$ cat src/rtl/wishbone_rr_arbiter_pkg.sv
// Shared types for the Wishbone N-master arbiter: policy and FSM state encodings.
package wb_arb_pkg;

  typedef enum logic {
    ARB_FIXED = 1'b0,
    ARB_RR    = 1'b1
  } arb_mode_e;

  typedef enum logic [1:0] {
    IDLE  = 2'd0,
    BUSY  = 2'd1,
    ABORT = 2'd2
  } arb_state_e;

  localparam int MAX_MASTERS = 8;

endpackage

$ cat src/rtl/wishbone_rr_arbiter_picker.sv
// Combinational one-hot picker: rotate requests by ptr, take the lowest set bit, rotate back.
// Fixed mode uses a zero rotation so index 0 always has highest priority.
module rr_priority_picker
  import wb_arb_pkg::*;
#(
  parameter int N     = 4,
  parameter int PTR_W = 2
) (
  input  logic [N-1:0]     req,
  input  logic [PTR_W-1:0] ptr,
  input  arb_mode_e        mode,
  output logic [N-1:0]     gnt,
  output logic             valid
);

  logic [PTR_W-1:0] sh;
  logic [2*N-1:0]   fwd;
  logic [2*N-1:0]   back;
  logic [N-1:0]     rot;
  logic [N-1:0]     pe;
  logic             hit;

  always_comb begin
    sh   = (mode == ARB_RR) ? ptr : '0;
    fwd  = {req, req} >> sh;
    rot  = fwd[N-1:0];
    pe   = '0;
    hit  = 1'b0;
    for (int i = 0; i < N; i++) begin
      if (rot[i] && !hit) begin
        pe[i] = 1'b1;
        hit   = 1'b1;
      end
    end
    back  = {pe, pe} << sh;
    gnt   = back[2*N-1:N];
    valid = |req;
  end

endmodule

$ cat src/rtl/wishbone_rr_arbiter.sv
// N-master to 1-slave pipelined Wishbone arbiter with burst-locked grant and ack watchdog.
// Grant registers one cycle after request; one idle cycle separates consecutive bursts.
module wishbone_rr_arbiter
  import wb_arb_pkg::*;
#(
  parameter int        N_MASTERS = 4,
  parameter int        ADR_W     = 16,
  parameter int        DAT_W     = 8,
  parameter arb_mode_e ARB_MODE  = ARB_RR,
  parameter int        TIMEOUT   = 255
) (
  input  logic                                clk,
  input  logic                                rst,
  input  logic [N_MASTERS-1:0]                m_cyc,
  input  logic [N_MASTERS-1:0]                m_stb,
  input  logic [N_MASTERS-1:0]                m_we,
  input  logic [N_MASTERS-1:0][ADR_W-1:0]     m_adr,
  input  logic [N_MASTERS-1:0][DAT_W-1:0]     m_dat_w,
  output logic [N_MASTERS-1:0]                m_ack,
  output logic [N_MASTERS-1:0]                m_err,
  output logic [N_MASTERS-1:0]                m_stall,
  output logic [DAT_W-1:0]                    m_dat_r,
  output logic                                s_cyc,
  output logic                                s_stb,
  output logic                                s_we,
  output logic [ADR_W-1:0]                    s_adr,
  output logic [DAT_W-1:0]                    s_dat_w,
  input  logic                                s_ack,
  input  logic                                s_stall,
  input  logic [DAT_W-1:0]                    s_dat_r,
  output logic [N_MASTERS-1:0]                grant
);

  localparam int PTR_W = $clog2(N_MASTERS);
  localparam int WD_W  = (TIMEOUT > 1) ? $clog2(TIMEOUT) : 1;
  localparam logic [WD_W-1:0] WD_LAST = (TIMEOUT > 0) ? WD_W'(TIMEOUT - 1) : '0;

  if (N_MASTERS < 2 || N_MASTERS > MAX_MASTERS) begin : g_bad_n
    $error("N_MASTERS out of range");
  end

  arb_state_e             state_q, state_d;
  logic [N_MASTERS-1:0]   grant_q, grant_d;
  logic [PTR_W-1:0]       rr_ptr_q, rr_ptr_d;
  logic [WD_W-1:0]        wdog_q, wdog_d;

  logic [N_MASTERS-1:0]   pick_gnt;
  logic                   pick_vld;
  logic                   g_cyc, g_stb, g_we;
  logic [ADR_W-1:0]       g_adr;
  logic [DAT_W-1:0]       g_dat;
  logic [PTR_W-1:0]       win_idx, next_ptr;
  logic                   busy, timeout_hit;

  rr_priority_picker #(
    .N     (N_MASTERS),
    .PTR_W (PTR_W)
  ) u_picker (
    .req   (m_cyc),
    .ptr   (rr_ptr_q),
    .mode  (ARB_MODE),
    .gnt   (pick_gnt),
    .valid (pick_vld)
  );

  // AND-OR mux of the granted master; all zeros when nothing is granted.
  always_comb begin
    g_cyc   = 1'b0;
    g_stb   = 1'b0;
    g_we    = 1'b0;
    g_adr   = '0;
    g_dat   = '0;
    win_idx = '0;
    for (int i = 0; i < N_MASTERS; i++) begin
      g_cyc = g_cyc | (m_cyc[i] & grant_q[i]);
      g_stb = g_stb | (m_stb[i] & grant_q[i]);
      g_we  = g_we  | (m_we[i]  & grant_q[i]);
      g_adr = g_adr | (m_adr[i]   & {ADR_W{grant_q[i]}});
      g_dat = g_dat | (m_dat_w[i] & {DAT_W{grant_q[i]}});
      if (grant_q[i]) win_idx = PTR_W'(i);
    end
    next_ptr    = (win_idx == PTR_W'(N_MASTERS - 1)) ? '0 : win_idx + 1'b1;
    busy        = (state_q == BUSY);
    timeout_hit = (TIMEOUT != 0) && (wdog_q == WD_LAST) && !s_ack;
  end

  always_comb begin
    state_d  = state_q;
    grant_d  = grant_q;
    rr_ptr_d = rr_ptr_q;
    wdog_d   = wdog_q;
    case (state_q)
      IDLE: begin
        if (pick_vld) begin
          grant_d = pick_gnt;
          state_d = BUSY;
          wdog_d  = '0;
        end
      end
      BUSY: begin
        if (!g_cyc) begin
          state_d = IDLE;
          grant_d = '0;
          wdog_d  = '0;
          if (ARB_MODE == ARB_RR) rr_ptr_d = next_ptr;
        end else if (s_ack) begin
          wdog_d = '0;
        end else if (timeout_hit) begin
          state_d = ABORT;
        end else begin
          wdog_d = wdog_q + 1'b1;
        end
      end
      ABORT: begin
        state_d = IDLE;
        grant_d = '0;
        wdog_d  = '0;
        if (ARB_MODE == ARB_RR) rr_ptr_d = next_ptr;
      end
      default: begin
        state_d = IDLE;
        grant_d = '0;
      end
    endcase
  end

  always_ff @(posedge clk) begin
    if (rst) begin
      state_q  <= IDLE;
      grant_q  <= '0;
      rr_ptr_q <= '0;
      wdog_q   <= '0;
    end else begin
      state_q  <= state_d;
      grant_q  <= grant_d;
      rr_ptr_q <= rr_ptr_d;
      wdog_q   <= wdog_d;
    end
  end

  // Gating with rst keeps an in-flight ack/err from leaking out during reset.
  always_comb begin
    s_cyc   = busy;
    s_stb   = busy & g_stb;
    s_we    = g_we;
    s_adr   = g_adr;
    s_dat_w = g_dat;
    m_dat_r = s_dat_r;
    m_ack   = (busy && g_cyc && s_ack && !rst) ? grant_q : '0;
    m_err   = ((state_q == ABORT) && !rst) ? grant_q : '0;
    m_stall = busy ? (~grant_q | {N_MASTERS{s_stall}}) : '1;
    grant   = grant_q;
  end

endmodule
$ cat config.mk
export PLATFORM = sky130hd
export DESIGN_NAME = wishbone_rr_arbiter
export DESIGN_NICKNAME = d
export VERILOG_FILES = /design/src/rtl/wishbone_rr_arbiter_pkg.sv /design/src/rtl/wishbone_rr_arbiter_picker.sv /design/src/rtl/wishbone_rr_arbiter.sv
export SDC_FILE = /design/constraint.sdc
export NUM_CORES = 1
export LEC_CHECK = 0
export ABC_AREA = 1
export CELL_PAD_IN_SITES_DETAIL_PLACEMENT = 1
export CELL_PAD_IN_SITES_GLOBAL_PLACEMENT = 2
export CORE_ASPECT_RATIO = 0.6
export CORE_MARGIN = 2
export CORE_UTILIZATION = 13
export CTS_CLUSTER_SIZE = 14
export DETAILED_ROUTE_END_ITERATION = 12
export PLACE_DENSITY = 0.82
export SLEW_MARGIN = 0
export SYNTH_ARGS = -nofsm -noshare
export SYNTH_HDL_FRONTEND = slang
export SYNTH_SLANG_ARGS = --single-unit
$ cat constraint.sdc
create_clock -name clk -period 1.53 [get_ports clk]
set_input_delay 0.306 -clock clk [delete_from_list [all_inputs] [get_ports clk]]
set_output_delay 0.306 -clock clk [all_outputs]
set_load 0.01 [all_outputs]
==> results of run 1 <==
-- worst min-delay path by stage --
stage	slack [ns]	to	cells past startpoint	startpoint
after floorplan	0.38	wdog_q[4]	1	rst
after global placement	0.47	wdog_q[0]	2	wdog_q[0]
after detailed placement	0.48	wdog_q[0]	2	wdog_q[0]
after CTS	0.49	wdog_q[0]	2	wdog_q[0]
after global routing	0.51	wdog_q[0]	2	wdog_q[0]
final	0.49	wdog_q[0]	2	wdog_q[0]
-- layer usage --
| metal | vias up | global-route usage [%] |
|---|---|---|
| met5 | - | 0 |
| met4 | 0 | 3.15 |
| met3 | 7 | 3.66 |
| met2 | 96 | 23.9 |
| met1 | 1522 | 22.1 |
| li1 | 1555 | - |
-- worst max-delay path: cells and delay by family (launching register included) --
| kind | cells | cell delay [ns] |
|---|---|---|
| flip-flops | 1 | 0.35 |
| buffers and inverters | 2 | 0.24 |
| AND/OR/NAND/NOR | 6 | 0.52 |
-- repair_timing --
item                       CTS  global route
pin swaps                   24            24
cloned                       7             4
setup endpoints to repair   55            51
buffers inserted            11            13
gates resized for setup    239            55
-- area by class of cell --
cell class	count	share of cell area, %
Inverter	28	2.72
Sequential cell	16	7.47
Timing Repair inverter	1	0.139
Tap cell	192	5.33
Timing Repair Buffer	225	48.9
Multi-Input combinational cell	285	33.4
Antenna cell	1	0.0555
Clock buffer	4	1.97
-- sequential cells by signal (all words and copies together), names as in the netlist --
signal	count
state_q	2
grant	4
wdog_q	8
rr_ptr_q	2
-- metrics by stage --
| step | cell area [um2] | TNS [ns] | total power, mW | setup slack, ns | utilization [%] |
|---|---|---|---|---|---|
| after detailed placement | 3810 | -18.76 | 2.46 | -0.867 | 27.6 |
| final | 4510 | -2.06 | 3.62 | -0.148 | 32.7 |
| after global routing | 4510 | -3.98 | 3.85 | -0.222 | 32.7 |
| after CTS | 4220 | -1.64 | 3.40 | -0.185 | 30.6 |
| after floorplan | 1850 | 0 | 1.30 | 0.0574 | - |
| after global placement | 3810 | -17.98 | 2.43 | -0.867 | 27.6 |
-- report_power, final --
group	total, mW	switching (mW)	internal (mW)
logic	2.50	1.23	1.27
registers	0.517	0.0553	0.461
clock network	0.602	0.203	0.399
-- cells by family (layout without fill, tap and decap cells) --
group	Yosys count	after routing	synth area share [%]
other	0	1	0
AND/OR/NAND/NOR	265	265	63.4
buffers and inverters	51	258	12.7
adder cells (fa/ha/maj)	2	2	1.35
AO/OA/AOI/OAI	18	18	5.28
flip-flops	16	16	17.3
-- synthesized netlist by cell type, types with 3 or more instances --
master    count  area [um2]
nand2_1     171         642
dfxtp_1      16         320
inv_2         5        18.8
buf_4         9        67.6
inv_1        23        86.3
a21oi_1       9        45.0
nand4_1      31         194
nor2_1       20        75.1
nor2_4        3        33.8
nand3_1      31         155
o21ai_0       5        25.0
clkbuf_1     11        41.3
==> flow_metrics.py, run 1 <==
metrics = {
    "worst_setup_path": {
        "r2r_start": "grant[3]",
        "critPathArrivalTime_ns": 1.37,
        "r2r-end": "wdog_q[6]",
        "end_kind": "output port",
        "cpPeakStageDelay_ns": 0.35,
        "r2r_slack_ns": 0.03,
        "critical_path.max_fanout": 4,
        "criticalPathCategory": "reg2out",
        "path_cells": "buf_6 -> nand2_2 -> nand2_2 -> nor2_4 -> nor2_4 -> nand3_4 -> nor2_1 -> buf_2",
        "cp_slowest_cell": "dfxtp_2",
        "critical_path.endpoint": "m_ack[1]",
        "crit_start": "grant[3]",
        "critPathLaunchType": "register",
        "worst-r2r-cell-count": 12,
        "worstPathRequired_ns": 1.22,
    },
    "floorplanning": {
        "rows": 33,
        "io_pins": 171,
        "die_h_um": 96.4,
        "die_area_mm2": 0.0152,
        "start_util_pct": 13.4,
        "core_mm2": 0.0138,
        "die_w_um": 158,
    },
    "routing": {
        "routed_via_density": 4.23,
        "top_layer": "met4",
        "post_drt_wl_per_cell_um": 17.3,
        "antenna_left": 0,
        "drt-pass1-iter-count": 4,
        "drc": 0,
        "vias": 3180,
        "dr_wl_met2_um": 5810,
        "wl_met1_um": 6280,
        "drt_wl_total_um": 13000,
        "drt-initial-drc-count": 128,
        "wl_met3_um": 825,
    },
    "timing": {
        "fin_crit_sh_pct": 110,
        "maxSlewHeadroom_pct": 80.4,
        "setup_viol": 25,
        "fin_crit_ns": 1.68,
        "rsz0062_at_grt": "yes",
        "finalHoldWorstSlack_ns": 0.495,
        "setup_slack_ns": -0.148,
        "skew_ns": 0.00342,
        "worst_pin_slew_ns": 0.293,
        "slew_violations": 0,
        "hold_viol_final": 0,
        "fmax_ghz": 0.596,
    },
    "outcome": {
        "outcome": "complete, but fails checks",
        "violations": "setup timing",
    },
    "global_route": {
        "antenna_found_initial": 1,
        "first_global_vias": 3257,
        "grt_max_degree": 16,
        "grt.total_usage_pct": 15.5,
        "grt_first_pass_wirelength_um": 17800,
        "grt-ovfl-total": 0,
    },
    "cts": {
        "cts_buffer_depth": 2,
        "cts_tree": "yes",
        "ctsHoldBuffers": 0,
        "cts_max_level": 1,
        "clkLatencyLatePin_ns": 0.26,
        "numCtsBuffers": 3,
        "cts.clk_slew.worst_paths_ns": 0.06,
        "cts_sinks": 16,
        "root_buffer": "clkbuf_16",
    },
    "synthesis": {
        "seq_area_frac_synth_pct": 17.3,
        "async_flop_share_pct": 0,
        "synth-seq-cells": 16,
        "synth_edf_count": 0,
        "syn_area_mm2": 0.00185,
        "synth_cell_types": 25,
        "yosysWarnings": 0,
        "syn_avg_cell_area_um2": 5.25,
        "synth_ff_type": "dfxtp_1",
        "synth_nets": 474,
        "synth_cells": 352,
    },
    "pwr": {
        "peakVddDrop_uv": 306,
        "leakagePower_nw": 1.99,
        "powerDensity_mw_per_mm2": 803,
    },
    "min_path": {
        "hp-class": "reg2reg",
    },
    "cells_and_area": {
        "syn_to_final_growth_pct": 144,
        "register_area_um2": 337,
        "final_common_cell": "nand2_1",
        "multi_input_area_mm2": 0.00151,
        "layout_common_cells": "136 x nand2_1, 105 x clkdlybuf4s50_1, 42 x buf_4, 34 x buf_2",
        "fill_cells": 1747,
        "nets": 682,
        "final_cells": 752,
        "layout-drive-gt1-share_pct": 34.0,
    },
    "placed_design": {
        "gp_congestion": 0.817,
        "placed_cells": 716,
        "numPortBuffers": 154,
        "dp_hpwl_um": 8910,
    },
    "run": {
        "maxCapViolCount": 0,
    },
}
No activity file was read; power rests on OpenSTA's default activity.
==> run 2: changes to the inputs <==
- CORE_UTILIZATION: 13 -> 14
- PLACE_DENSITY: 0.82 -> 0.81
- SYNTH_HIERARCHICAL: not set -> 1
==> flow_metrics.py, run 2 <==
metrics = {
    "global_route": {
        "grt_first_pass_wirelength_um": 18500,
        "antenna_found_initial": 0,
        "grt.total_usage_pct": 14.6,
        "grt_max_degree": 16,
        "grt-ovfl-total": 0,
        "first_global_vias": 3470,
    },
    "synthesis": {
        "synth_cell_types": 30,
        "synth_ff_type": "dfxtp_1",
        "synth_top_area_share_pct": 31.7,
        "seq_area_frac_synth_pct": 15.4,
        "synth-seq-cells": 16,
        "syn_avg_cell_area_um2": 5.35,
        "yosysTopAreaCell": "nand2_1",
        "yosysWarnings": 6,
        "syn_area_mm2": 0.00208,
        "synth_cells": 389,
        "synth_most_common_cell": "nand2_1",
        "synthTopCellsByCount": "176 x nand2_1, 34 x nand3_1, 30 x inv_1, 30 x nand4_1, 23 x nor2_1",
        "async_flop_share_pct": 0,
        "netlist_top_cells_area": "nand2_1 32%, dfxtp_1 15%, nand4_1 9.0%",
        "synth_edf_count": 0,
    },
    "floorplanning": {
        "start_util_pct": 14.4,
        "io_pins": 171,
        "rows": 34,
        "core_mm2": 0.0145,
        "die_h_um": 98.5,
        "die_w_um": 161,
        "die_area_mm2": 0.0159,
    },
    "placed_design": {
        "dp_hpwl_um": 9400,
        "pre_cts_slack_ns": -0.775,
        "numPortBuffers": 154,
        "gp_congestion": 0.771,
        "place_area_mm2": 0.00417,
    },
    "cts": {
        "cts.clk_slew.worst_paths_ns": 0.05,
        "cts_buffer_depth": 2,
        "cts_sinks": 16,
        "ctsHoldBuffers": 0,
        "root_buffer": "clkbuf_16",
        "cts_max_level": 1,
        "numCtsBuffers": 3,
        "cts_tree": "yes",
        "clkLatencyLatePin_ns": 0.25,
    },
    "routing": {
        "drt-pass1-iter-count": 4,
        "wl_met3_um": 418,
        "antenna_left": 0,
        "post_drt_wl_per_cell_um": 15.7,
        "routed_via_density": 4.16,
        "drt-initial-drc-count": 99,
        "drc": 0,
        "wl_met1_um": 5930,
        "top_layer": "met4",
        "dr_wl_met2_um": 5930,
        "vias": 3294,
        "drt_wl_total_um": 12400,
    },
    "cells_and_area": {
        "largest_reg_flops": 8,
        "nets": 716,
        "final_common_cell": "nand2_1",
        "syn_to_final_growth_pct": 132,
        "regMostFlops": "wdog_q",
        "layout-drive-gt1-share_pct": 40.5,
        "register_area_um2": 337,
        "layout_common_cells": "115 x nand2_1, 105 x clkdlybuf4s50_1, 60 x nand2_2, 36 x buf_2, 32 x buf_4",
        "fill_cells": 1782,
        "n_antenna_cell": 0,
        "multi_input_area_mm2": 0.00192,
        "final_core_utilization_pct": 33.3,
        "stdcell_area_mm2": 0.00483,
    },
    "worst_setup_path": {
        "cpPeakStageDelay_ns": 0.34,
        "critical_path.max_fanout": 6,
        "path_common_cell": "buf_8",
        "cp_slowest_cell": "dfxtp_2",
        "end_kind": "output port",
        "worstPathRequired_ns": 1.22,
        "worst-r2r-cell-count": 11,
        "critPathArrivalTime_ns": 1.30,
        "critPathLaunchType": "register",
        "path_cells": "buf_8 -> buf_12 -> buf_8 -> nand2_4 -> nand4_1 -> buf_2",
        "criticalPathCategory": "reg2out",
    },
    "timing": {
        "fin_crit_sh_pct": 105,
        "setup_viol": 13,
        "fmax_ghz": 0.623,
        "hold_viol_final": 0,
        "fin_crit_ns": 1.61,
        "rsz0062_at_grt": "yes",
        "slew_violations": 0,
        "skew_ns": 0.00205,
        "setup_slack_ns": -0.0762,
    },
    "min_path": {
        "whs_path_depth": 3,
        "hp-class": "in2reg",
    },
    "pwr": {
        "finalPower_mw": 2.63,
        "peakVddDrop_uv": 353,
        "powerDensity_mw_per_mm2": 545,
        "leakagePower_nw": 2.16,
    },
    "outcome": {
        "violations": "setup timing",
        "outcome": "complete, but fails checks",
    },
    "run": {
        "maxCapViolCount": 0,
    },
}
## run 2: metal layers
metal	vias up	GRT usage, %
li1	1647	-
met3	10	2.36
met5	-	0
met1	1560	20.2
met2	77	24.5
met4	0	2.13
## run 2: repair_timing
action / 4_1_cts / 5_1_grt
gates resized for setup: 235 / 109
setup endpoints to repair: 58 / 48
gates cloned: 3 / 3
buffers inserted: 8 / 3
pin swaps: 25 / 45
hold endpoints to repair: 0 / 0
## run 2: worst paths after layout
kind / slack (ns) / from / to
worst max-delay path: -0.08 / grant[0] / s_adr[12]
worst min-delay path: 0.38 / rst / rr_ptr_q[0]
worst max register to register: -0.02 / rr_ptr_q[0] / grant[0]
worst min register to register: 0.47 / rr_ptr_q[1] / rr_ptr_q[1]
## run 2: through the flow
step                      std cells  setup TNS (ns)  hold slack, ns
after floorplan                 395               0           0.375
after CTS                       787          -0.795           0.475
after detailed placement        773          -19.30           0.467
final                           791          -0.604           0.385
after global routing            791           -1.95           0.416
after global placement          773          -17.86           0.469
## run 2: final cells by class
| class | instances | share of cell area, % |
|---|---|---|
| timing repair buffer | 217 | 43.0 |
| multi-input combinational | 318 | 39.8 |
| sequential | 16 | 6.97 |
| tap | 198 | 5.13 |
| inverter | 38 | 3.32 |
| clock buffer | 4 | 1.84 |
## run 2: logic make-up (layout without fill, tap and decap cells)
family,count (synthesis),count (layout),share of synthesized area [%]
buffers and inverters,61,259,13.8
flip-flops,16,16,15.4
AND/OR/NAND/NOR,290,290,63.3
AO/OA/AOI/OAI,17,17,5.29
XOR/XNOR,2,2,0.841
other,1,7,0.180
adder cells (fa/ha/maj),2,2,1.20
## run 2: where the power goes
group | switching [mW] | total, mW | internal [mW]
clock | 0.187 | 0.585 | 0.398
combinational | 0.764 | 1.57 | 0.809
sequential | 0.0307 | 0.471 | 0.440
## run 2: critical path, delay by kind of cell (launching register included)
family | cells | cell delay [ns]
AND/OR/NAND/NOR | 2 | 0.13
flip-flops | 1 | 0.34
buffers and inverters | 4 | 0.58
==> run 3: changes to the inputs <==
- CORE_MARGIN: 2 -> not set
- CTS_CLUSTER_DIAMETER: not set -> 100
==> flow_metrics.py, run 3 (synthesized netlist as in run 2, its figures left out) <==
metrics = {
    "pwr": {
        "power_frac_clock_pct": 22.7,
        "peakVddDrop_uv": 326,
        "power.switching_mw": 0.958,
        "comb_power_share_pct": 59.1,
        "leakagePower_nw": 2.13,
        "p_int_mw": 1.64,
        "powerDensity_mw_per_mm2": 539,
        "pwr-share-seq_pct": 18.2,
        "switching_share_pct": 36.9,
        "finalPower_mw": 2.60,
    },
    "cells_and_area": {
        "layout_common_cells": "131 x nand2_1, 105 x clkdlybuf4s50_1, 44 x nand2_2, 41 x buf_4, 35 x buf_2",
        "n_antenna_cell": 0,
        "syn_to_final_growth_pct": 131,
        "stdcell_area_mm2": 0.00481,
        "largest_reg_flops": 8,
        "layout-drive-gt1-share_pct": 38.5,
        "regMostFlops": "wdog_q",
        "nets": 721,
        "final_common_cell": "nand2_1",
        "final_cells": 796,
    },
    "worst_setup_path": {
        "cp_top_family": "simple AND/OR/NAND/NOR gates",
        "r2r_start": "rr_ptr_q[0]",
        "worst-path-buf-inv": 1,
        "cpPeakStageDelay_ns": 0.41,
        "path_common_cell": "nand2_4",
        "path_cells": "nand2_4 -> nand2_4 -> nor2_4 -> nor2_8 -> nand3_4 -> nor2_1 -> buf_2",
        "critPathLaunchType": "register",
        "worstPathRequired_ns": 1.22,
        "end_kind": "output port",
        "r2r_slack_ns": -0.04,
        "worst-r2r-cell-count": 11,
        "critPathArrivalTime_ns": 1.32,
        "critical_path.max_fanout": 4,
        "cp_slowest_cell": "dfxtp_4",
        "criticalPathCategory": "reg2out",
        "r2r-end": "grant[0]",
    },
    "min_path": {
        "whs_endpoint": "rr_ptr_q[1]",
        "hp-class": "reg2reg",
        "hold_start": "rr_ptr_q[1]",
        "whs_path_depth": 2,
    },
    "floorplanning": {
        "core_mm2": 0.0145,
        "io_pins": 171,
        "start_util_pct": 14.4,
        "rows": 34,
        "die_w_um": 159,
        "die_area_mm2": 0.0154,
        "die_h_um": 96.5,
    },
    "cts": {
        "cts_sinks": 16,
        "root_buffer": "clkbuf_16",
        "cts.clk_slew.worst_paths_ns": 0.06,
        "cts_tree": "yes",
        "ctsHoldBuffers": 0,
        "cts_max_level": 1,
        "cts_buffer_depth": 2,
        "numCtsBuffers": 3,
        "clkLatencyLatePin_ns": 0.25,
    },
    "timing": {
        "skew_ns": 0.00388,
        "setup_slack_ns": -0.0931,
        "setup_viol": 14,
        "hold_viol_final": 0,
        "final.setup.tns_ns": -0.835,
        "rsz0062_at_grt": "yes",
        "fin_crit_sh_pct": 106,
        "fmax_ghz": 0.616,
        "slew_violations": 0,
        "fin_crit_ns": 1.62,
    },
    "outcome": {
        "violations": "setup timing",
        "outcome": "complete, but fails checks",
    },
    "routing": {
        "drt-pass1-iter-count": 4,
        "drt_wl_total_um": 12000,
        "vias": 3276,
        "antenna_left": 0,
        "post_drt_wl_per_cell_um": 15.1,
        "drc": 0,
        "drt-initial-drc-count": 82,
        "routed_via_density": 4.12,
    },
    "placed_design": {
        "numPortBuffers": 154,
        "gp_congestion": 0.808,
        "place_area_mm2": 0.00417,
        "placed_cells": 775,
        "dp_hpwl_um": 9420,
        "pre_cts_slack_ns": -0.828,
    },
    "global_route": {
        "grt-ovfl-total": 0,
        "grt.total_usage_pct": 14.3,
        "grt_max_degree": 14,
        "first_global_vias": 3254,
        "grt_first_pass_wirelength_um": 17100,
        "antenna_found_initial": 0,
    },
    "run": {
        "maxCapViolCount": 0,
    },
}
[run 3: cell types whose count changed in the layout (fill, tap and decap cells not counted), moves of 2 or more]
cell / delta
buf_8: -4
buf_12: +3
nand2_2: -16
buf_4: +9
inv_4: +2
clkbuf_16: -2
buf_6: -2
nand2_1: +16
inv_2: -4
nand3_2: +2
clkbuf_2: +2
[run 3: how the worst max path moves through the flow]
| stage | depth (start not counted) | start | to |
|---|---|---|---|
| after global placement | 8 | m_cyc[1] | m_ack[2] |
| final | 7 | grant[3] | m_ack[3] |
| after CTS | 7 | grant[3] | m_ack[2] |
| after floorplan | 6 | state_q[0] | m_ack[0] |
| after detailed placement | 8 | m_cyc[1] | m_ack[0] |
| after global routing | 7 | grant[3] | m_ack[3] |
[run 3: tightest hold or removal path: cells and delay by family (launching register included)]
family / cells / cell delay, ns
compound gates: 1 / 0.06
simple gates: 1 / 0.07
flops: 1 / 0.32
[run 3: final cells by class]
cell class                 count  area (um2)
fill                        1791        9700
timing repair buffer         222        2090
multi-input combinational    318        1880
sequential                    16         340
tap                          198         248
inverter                      38         169
clock buffer                   4        88.8
[run 3: what timing repair did]
item | CTS | global route
resized for setup | 208 | 116
pin swaps | 17 | 50
setup buffers | 9 | 5
setup endpoints to repair | 57 | 47
gates cloned | 2 | 1
[run 3: routing by layer]
metal / share of wire [%] / track usage [%] / routed length (um)
met5: 0 / 0 / 0
met4: 0.43 / 2.24 / 51
met3: 3.6 / 2.73 / 434
met2: 50 / 24.7 / 6010
met1: 46 / 18.9 / 5500
[run 3: power groups by stage]
stage               combinational [mW]  clock, mW  sequential, mW
floorplan                        0.505          0           0.470
detailed placement                1.34          0           0.465
CTS                               1.37      0.603           0.467
global placement                  1.32          0           0.466
finish                            1.53      0.589           0.472
global route                      1.66      0.612           0.476
[run 3: per-stage QoR]
step	utilization (%)	hold slack, ns
after floorplan	-	0.375
after global placement	28.8	0.469
after detailed placement	28.8	0.483
after CTS	30.5	0.485
after global routing	33.2	0.502
final	33.2	0.488
